## config.mk

```make
export PLATFORM = sky130hd
export DESIGN_NAME = irq_controller
export DESIGN_NICKNAME = d
export VERILOG_FILES = /design/src/rtl/irq_controller.sv
export SDC_FILE = /design/constraint.sdc
export NUM_CORES = 1
export LEC_CHECK = 0
export ABC_AREA = 1
export BUFFER_PORTS_ARGS = -buffer_cell sky130_fd_sc_hd__buf_2
export CORE_MARGIN = 5
export CORE_UTILIZATION = 39
export DETAILED_ROUTE_END_ITERATION = 8
export GPL_ROUTABILITY_DRIVEN = 0
export PLACE_DENSITY = 0.86
export SLEW_MARGIN = 10
export SYNTH_ARGS = -nofsm -noshare
export SYNTH_HDL_FRONTEND = slang
export SYNTH_SLANG_ARGS = --single-unit
```

## constraint.sdc

```tcl
create_clock -name clk_i -period 3.8 [get_ports clk_i]
set_clock_uncertainty 0.2 [all_clocks]
set_input_delay 0.57 -clock clk_i [delete_from_list [all_inputs] [get_ports clk_i]]
set_output_delay 0.57 -clock clk_i [all_outputs]
set_load 0.05 [all_outputs]
```

## src/rtl/irq_controller.sv

```systemverilog
// Fixed-priority interrupt controller: masks requests with MIE, grants the lowest index, and holds it through the handler.
// int_o rises one cycle after the request is sampled; no backpressure, the grant waits in PEND until the core takes it.
module irq_controller #(
    parameter int N_IRQ = 32,
    parameter int ID_W  = 5
) (
    input  logic             clk_i,
    input  logic             rst_i,
    input  logic [N_IRQ-1:0] int_req_i,
    input  logic [N_IRQ-1:0] mie_i,
    input  logic             int_taken_i,
    input  logic             int_rst_i,
    output logic             int_o,
    output logic [31:0]      mcause_o,
    output logic [N_IRQ-1:0] int_fin_o,
    output logic             busy_o
);

    localparam logic [1:0] ST_IDLE = 2'd0;
    localparam logic [1:0] ST_PEND = 2'd1;
    localparam logic [1:0] ST_SERV = 2'd2;
    localparam logic [1:0] ST_FIN  = 2'd3;

    localparam logic [N_IRQ-1:0] LP_ONE = N_IRQ'(1);

    logic [1:0]       r_state;
    logic [1:0]       w_state_nxt;
    logic [ID_W-1:0]  r_id;
    logic [ID_W-1:0]  w_win_id;
    logic [N_IRQ-1:0] w_masked;
    logic             w_any;

    assign w_masked = int_req_i & mie_i;
    assign w_any    = |w_masked;

    // Descending scan so the lowest set index is the last to assign.
    always_comb begin
        w_win_id = '0;
        for (int i = N_IRQ - 1; i >= 0; i--) begin
            if (w_masked[i]) begin
                w_win_id = ID_W'(i);
            end
        end
    end

    always_comb begin
        w_state_nxt = r_state;
        case (r_state)
            ST_IDLE: if (w_any)       w_state_nxt = ST_PEND;
            ST_PEND: if (int_taken_i) w_state_nxt = ST_SERV;
            ST_SERV: if (int_rst_i)   w_state_nxt = ST_FIN;
            ST_FIN:                   w_state_nxt = ST_IDLE;
            default:                  w_state_nxt = ST_IDLE;
        endcase
    end

    always_ff @(posedge clk_i) begin
        if (rst_i) begin
            r_state <= ST_IDLE;
            r_id    <= '0;
        end else begin
            r_state <= w_state_nxt;
            if (r_state == ST_IDLE && w_any) begin
                r_id <= w_win_id;
            end
        end
    end

    assign int_o     = (r_state == ST_PEND);
    assign busy_o    = (r_state != ST_IDLE);
    assign int_fin_o = (r_state == ST_FIN) ? (LP_ONE << r_id) : '0;

    // Cause stays visible through the handler and is cleared on the completion cycle.
    always_comb begin
        mcause_o = '0;
        if (r_state == ST_PEND || r_state == ST_SERV) begin
            mcause_o[31]       = 1'b1;
            mcause_o[ID_W-1:0] = r_id;
        end
    end

endmodule

```

# Yosys cells after proc, flatten, opt, wreduce, memory -nomap -nowiden
# Cells that the tools add are included.
word_totals:
  output_inout_bits: 66
  elab_cells: 55
  register_bits: 7
  input_bits: 68
classes:
  n_eq_ne: 6
  muxes: 39
  reduce_logical: 6
  bitwise: 1
  n_shift: 1
op_table:
  columns: ["op", "count"]
  rows:
  - ["5-bit 2-to-1 mux", 33]
  - ["32-bit AND", 1]
  - ["32-bit 2-to-1 mux", 1]
  - ["32-bit OR reduction", 1]
  - ["1-bit by 5-bit left shift with 32-bit output, first input constant", 1]
  - ["2-bit one-hot mux with 4 select lines", 1]
  - ["2-bit 2-to-1 mux", 3]
  - ["2-bit inequality test, second input constant", 3]
  - ["2-bit equality test, second input constant", 2]
  - ["3-bit AND reduction", 1]
  - ["2-bit by 1-bit equality test with 1-bit output, second input constant", 1]
  - ["2-bit logical NOT", 1]
  - ["2-bit nonzero test", 1]
  - ["1-bit logical AND", 1]
  - ["1-bit logical OR", 1]
  - ["1-bit 2-to-1 mux", 1]

# Longest topological paths before layout
# Gate-level depths: netlist of the first run.
depth:
  word_depth: 33
  mapped_depth: 34
  mapped_depth_nobuf: 34

# Worst setup path after synthesis of the first run
# OpenSTA, ideal clock, no wires.
synth_path:
  path_kind: "input-to-reg"
  start: "input port int_req_i[31]"
  end: "register r_id[0]"
  cell_stages: 34
  setup_ns: 0.114
  arrival_time_ns: 2.013
  setup_slack_ns: 1.473
  required_time_ns: 3.486
  path_buffers: 0
  cell_sequence: "nand2_1 -> inv_1 -> nand2_1 -> nand2_1 -> nand2_1 -> nand2_1 -> nand2_1 -> nand2_1 -> nand2_1 -> nand2_1 -> nand2_1 -> nand2_1 -> nand2_1 -> nand2_1 -> nand2_1 -> nand2_1 -> nand2_1 -> nand2_1 -> nand2_1 -> nand2_1 -> nand2_1 -> nand2_1 -> nand2_1 -> nand2_1 -> nand2_1 -> nand2_1 -> nand2_1 -> nand2_1 -> nand2_1 -> nand2_1 -> nand2_1 -> nand2_1 -> nand2_1 -> a21oi_2"
synth_between:
  elab_chain_len: 33
synth_rtl:
  columns: ["element", "line", "source"]
  rows:
  - ["from (decl)", "9", "input logic [N_IRQ-1:0] int_req_i,"]
  - ["32-bit AND (*)", "33", "assign w_masked = int_req_i & mie_i;"]
  - ["5-bit 2-to-1 mux (32 in a row)", "40", "if (w_masked[i]) begin"]
  - ["to (signal assigned)", "64", "r_id <= w_win_id;"]
  - ["to (decl)", "28", "logic [ID_W-1:0] r_id;"]
# Mark *: on every way between the ends. The rest lies on a longest branch, timed or not.
# A chain may end at the register's enable or synchronous reset.

# Worst setup path after layout of the first run
layout_path:
  start: "register r_state[0]"
  end: "output port int_fin_o[12]"
layout_between:
  elab_chain_len: 2
layout_rtl:
  columns: ["element", "line", "source"]
  rows:
  - ["from (decl)", "26", "logic [1:0] r_state;"]
  - ["from (signal assigned)", "62", "r_state <= w_state_nxt;"]
  - ["2-bit equality test", "71", "assign int_fin_o = (r_state == ST_FIN) ? (LP_ONE << r_id) : '0;"]
  - ["32-bit 2-to-1 mux", "71", null]
  - ["to (decl)", "15", "output logic [N_IRQ-1:0] int_fin_o,"]
# No other way between the ends.

==> results of run 1 <==
-- flip-flops by register name, indices dropped and copies added (netlist names) --
register,flops
r_state,2
r_id,5
-- layout make-up --
type	count	area (um2)
multi-input combinational	219	1000
tap	46	57.6
inverter	19	71.3
sequential	7	140
fill	386	1500
timing repair buffer	107	536
clock buffer	4	26.3
-- final timing paths --
check	start	to	cells past startpoint
worst max-delay path	r_state[0]	int_fin_o[12]	4
worst min-delay path	r_id[4]	r_id[4]	2
worst max register to register	r_state[0]	r_id[0]	8
worst min register to register	r_id[4]	r_id[4]	2
-- layout by cell type (no fill, tap or decap) --
cell / Yosys / routed
o31ai_1: 1 / 1
clkinv_1: 1 / 1
a21oi_2: 1 / 1
dfxtp_1: 7 / 7
nand2_1: 80 / 80
clkbuf_4: 0 / 3
a21oi_1: 5 / 5
nand4_1: 16 / 16
nor2_1: 55 / 55
o221ai_1: 1 / 1
ha_1: 5 / 5
o21bai_1: 1 / 1
nor3_1: 1 / 1
clkbuf_1: 6 / 1
o21ai_1: 4 / 4
buf_2: 0 / 107
a211oi_1: 2 / 2
o21ai_0: 2 / 2
conb_1: 1 / 26
a31oi_1: 2 / 2
inv_2: 3 / 3
nand2_4: 2 / 2
inv_1: 15 / 15
nand2_2: 15 / 15
-- power by group --
group	leakage, nW	switching [mW]	total (mW)	internal (mW)
clock	0.0150	0.0285	0.0686	0.0401
sequential	0.0580	0.0519	0.157	0.105
combinational	1.08	0.449	0.606	0.156
-- tightest hold or removal path: stages, from the launching register on --
cell     delay [ns]
dfxtp_1        0.32
inv_1          0.08
a21oi_1        0.06
-- logic make-up after synthesis --
logic type | after synthesis | share of synthesized area
buffers and inverters | 52 | 0.220
adder cells (fa/ha/maj) | 5 | 0.0465
AO/OA/AOI/OAI | 19 | 0.0855
flip-flops | 7 | 0.104
AND/OR/NAND/NOR | 169 | 0.541
other | 1 | 0.00279
-- routing by layer --
layer	GRT usage	vias up	share of wire
met5	0	-	0
met4	0.0730	0	0.017
met3	0.0113	5	0.087
met2	0.300	74	0.51
met1	0.172	744	0.39
li1	-	953	-
==> impl_metrics.ini, run 1 <==
[status]
status = finished clean

[drt]
vias_per_cell = 4.42
drc = 0
ant_nets = 0
drt_iter0_markers = 73
routedWlPerCell_um = 9.44
vias = 1776
drt-pass1-iter-count = 4
drt-total-wl_mm = 3.80

[sta]
relSlewSlack = 0.668
tightest_slew_ns = 0.497
fin_setup_tns_ns = 0
final.min_clock_period_ns = 2.36
setup_violations = 0
fin_hold_ws_ns = 0.312
clock.fmax_ghz = 0.424
period_share = 0.620
final_hold_viol_count = 0
rsz0062_at_grt = false
slew_viol_final = 0
worst_slack_ns = 1.44

[die]
die_x_um = 68.8
io_pins = 134
start_util = 0.403
die_area_um2 = 4730
core.rowCount = 21
die_height_um = 68.8
coreArea_um2 = 3340

[pwr]
cellPowerDensity_nw_per_um2 = 453
ir_drop_uv = 139
p_leak_nw = 1.15
p_total_uw = 831

[synth]
yosys.area.top_type = nand2_1
ys_types = 23
synth_top_area_share = 0.223
syn_area_um2 = 1350
ys_seq_area_frac = 0.104
synth_edf_count = 0
yosysWarnings = 0
yosysMostFrequentCell = nand2_1
synth_ff_type = dfxtp_1
synth_area_per_cell_um2 = 5.32
synth.top_cells.by_area = nand2_1 22%, nor2_1 15%, buf_4 15%
synthCells = 253
ys_ff_latch = 7
synth_common_cells = 80 x nand2_1, 55 x nor2_1, 27 x buf_4, 16 x nand4_1
async_flop_share = 0

[global_route]
grt_max_degree = 17
grt-ovfl-total = 0
grt_antenna_before_repair = 0
grt_pass1_wl_mm = 5.88
grt_pass1_vias = 1566
grt_util_all_layers = 0.156

[placement]
place_ws_ns = 1.21
dp.cells = 398
port_buffers = 107
place_hpwl_mm = 3.42
place_area_um2 = 1810

[clock_tree]
clock-root-buffer = clkbuf_4
clock_sinks = 7
clockBufferDepth = 2
clk_pin_slew_ns = 0.05
cts_hold_buf = 0
cts_made_buffers = 3
cts_setup_buffers = 0
ctsResizeCount = 0
clock_latency_ns = 0.25
cts_tree = built
cts-htree-levels = 1

[finish]
layout-area-overhead-vs-synth_pct = 36.2
finalInstanceArea_um2 = 1830
fin_util = 0.550
drive_gt1_frac = 0.368
nets = 430
n_antenna_cell = 0
fin_cells = 402

[worst_setup_path]
max_stage_delay_ns = 0.35
crit_slowest_cell = dfxtp_1
crit_fanout = 16
worst-path-buf-inv = 1
crit_required_ns = 3.03
crit_path_end_kind = output pin
r2r_slack_ns = 2.17
critPathKind = reg -> out
crit_family = simple AND/OR/NAND/NOR gates
cp.arrival_ns = 1.59
worst_setup_path_start_kind = flop
path_cells = ha_1 > nand2_1 > nor2_1 > buf_2

[run]
max_cap_viol_count = 0

[hold_path]
hold_path_class = reg -> reg
Power figures use the tool's default switching activity.
==> run 2: changes to the inputs <==
Settings changed: CORE_UTILIZATION 39 to 33, PLACE_DENSITY 0.86 to 0.78.
Clock period 3.8 ns to 2.1 ns, I/O delays scaled along.
==> run 2 against run 1 <==
  * First-iteration DRC count decreased by 67%
  * Combinational power increased by 90%
  * Register-to-register slack got worse by 1.7 ns
  * Global-route usage decreased by 2.2 points
  * Sequential share of layout area decreased by 0.32 points
  * Sequential cell count unchanged
  * Clock-buffer cell count unchanged
  * Non-clock buffer count increased by 3
  * Die area increased by 15%
  * Clock power increased to 2.7 times the previous value
  * Final area increased by 5.3%
  * Largest power group unchanged
==> impl_metrics.ini, run 2 (same netlist as run 1, synthesis figures left out) <==
[die]
start_util = 0.339
coreArea_um2 = 3970
io_pins = 134
die_area_um2 = 5460
core.rowCount = 23
die_height_um = 73.9
die_x_um = 73.9

[worst_setup_path]
worst_setup_path_start_kind = primary input
timing.rr.start = r_state[1]
reg2reg_depth = 8
cp.arrival_ns = 1.96
max_stage_delay_ns = 0.09
crit_slowest_cell = buf_6
rr_endpoint = r_id[0]
critPathKind = in -> reg
crit_fanout = 2
crit_start = int_req_i[31]
r2r_slack_ns = 0.51
crit_top_cell = nand2_1
endpoint = r_id[0]
crit_required_ns = 2.02
crit_path_end_kind = flop

[global_route]
grt_antenna_before_repair = 0
grt_max_degree = 17
grt_util_all_layers = 0.135
grt-ovfl-total = 0
grt_pass1_vias = 1576
grt_pass1_wl_mm = 6.02

[drt]
drt-total-wl_mm = 3.75
drt_iter0_markers = 24
drc = 0
ant_nets = 0
vias = 1759
vias_per_cell = 4.30
routedWlPerCell_um = 9.18
drt-pass1-iter-count = 4

[finish]
layout-area-overhead-vs-synth_pct = 43.5
largestRegisters = r_id x5, r_state x2
nets = 433
fin_cells = 409
n_fill_cell = 425
top_register = r_id
layout_common_cells = 103 x buf_2, 77 x nand2_1, 55 x nor2_1
largest_reg_flops = 5
fin_util = 0.486
finalInstanceArea_um2 = 1930
final_common_cell = buf_2
n_antenna_cell = 0
drive_gt1_frac = 0.393

[clock_tree]
clock_latency_ns = 0.23
clk_pin_slew_ns = 0.04
clockBufferDepth = 2
cts-htree-levels = 1
clock_sinks = 7
clock-root-buffer = clkbuf_8
cts_tree = built
cts_made_buffers = 3
cts_hold_buf = 0

[sta]
final.min_clock_period_ns = 2.04
fin_setup_tns_ns = 0
clock.fmax_ghz = 0.490
slew_viol_final = 0
period_share = 0.972
setup_violations = 0
rsz0062_at_grt = true
final_hold_viol_count = 0

[run]
max_cap_viol_count = 0

[pwr]
p_total_mw = 1.63
cellPowerDensity_nw_per_um2 = 846
ir_drop_uv = 300
p_leak_nw = 1.19

[hold_path]
hold_path_class = in -> reg

[placement]
dp.cells = 405
place_area_um2 = 1840
place_hpwl_mm = 3.38
port_buffers = 107

[status]
status = finished clean
run 2: cell type report:
type                            count  area [um2]  area share
Tap cell                           50        62.6      0.0324
Inverter                           19        75.1      0.0389
Clock buffer                        4        45.0      0.0233
Timing Repair Buffer              110         579       0.300
Multi-Input combinational cell    219        1030       0.532
Sequential cell                     7         141      0.0732
run 2: worst min path at each step:
stage / slack [ns] / from / depth (start not counted) / endpoint
after floorplan: 0.18 / rst_i / 1 / r_id[0]
after global placement: 0.28 / r_id[4] / 2 / r_id[4]
after detailed placement: 0.28 / r_id[4] / 2 / r_id[4]
after CTS: 0.12 / rst_i / 2 / r_id[0]
after global routing: 0.13 / rst_i / 2 / r_id[0]
final: 0.12 / rst_i / 2 / r_id[0]
run 2: critical path, delay by kind of cell:
kind	cells	cell delay, ns
buffers and inverters	2	0.12
AND/OR/NAND/NOR	32	1.46
AO/OA/AOI/OAI	1	0.05
run 2: repair_timing:
item	in CTS	in global routing
buffers inserted	0	0
gates resized for setup	0	13
setup endpoints to repair	0	38
run 2: routing by layer:
layer,part of all wire,vias to the layer above,track usage
li1,-,959,-
met1,0.37,723,0.152
met5,0,-,0
met4,0.016,0,0.0543
met3,0.11,5,0.0301
met2,0.50,72,0.241
run 2: stage by stage:
step,hold WS (ns),setup slack (ns)
6_report,0.119,0.0584
5_1_grt,0.126,-0.301
4_1_cts,0.117,0.0100
3_5_place_dp,0.284,-0.218
3_3_place_gp,0.279,-0.206
2_1_floorplan,0.177,0.0280
run 2: report_power, final:
part	switching, mW	leakage, nW	internal, mW
Clock	0.0555	0.0228	0.131
Sequential	0.103	0.0583	0.192
Combinational	0.824	1.11	0.330
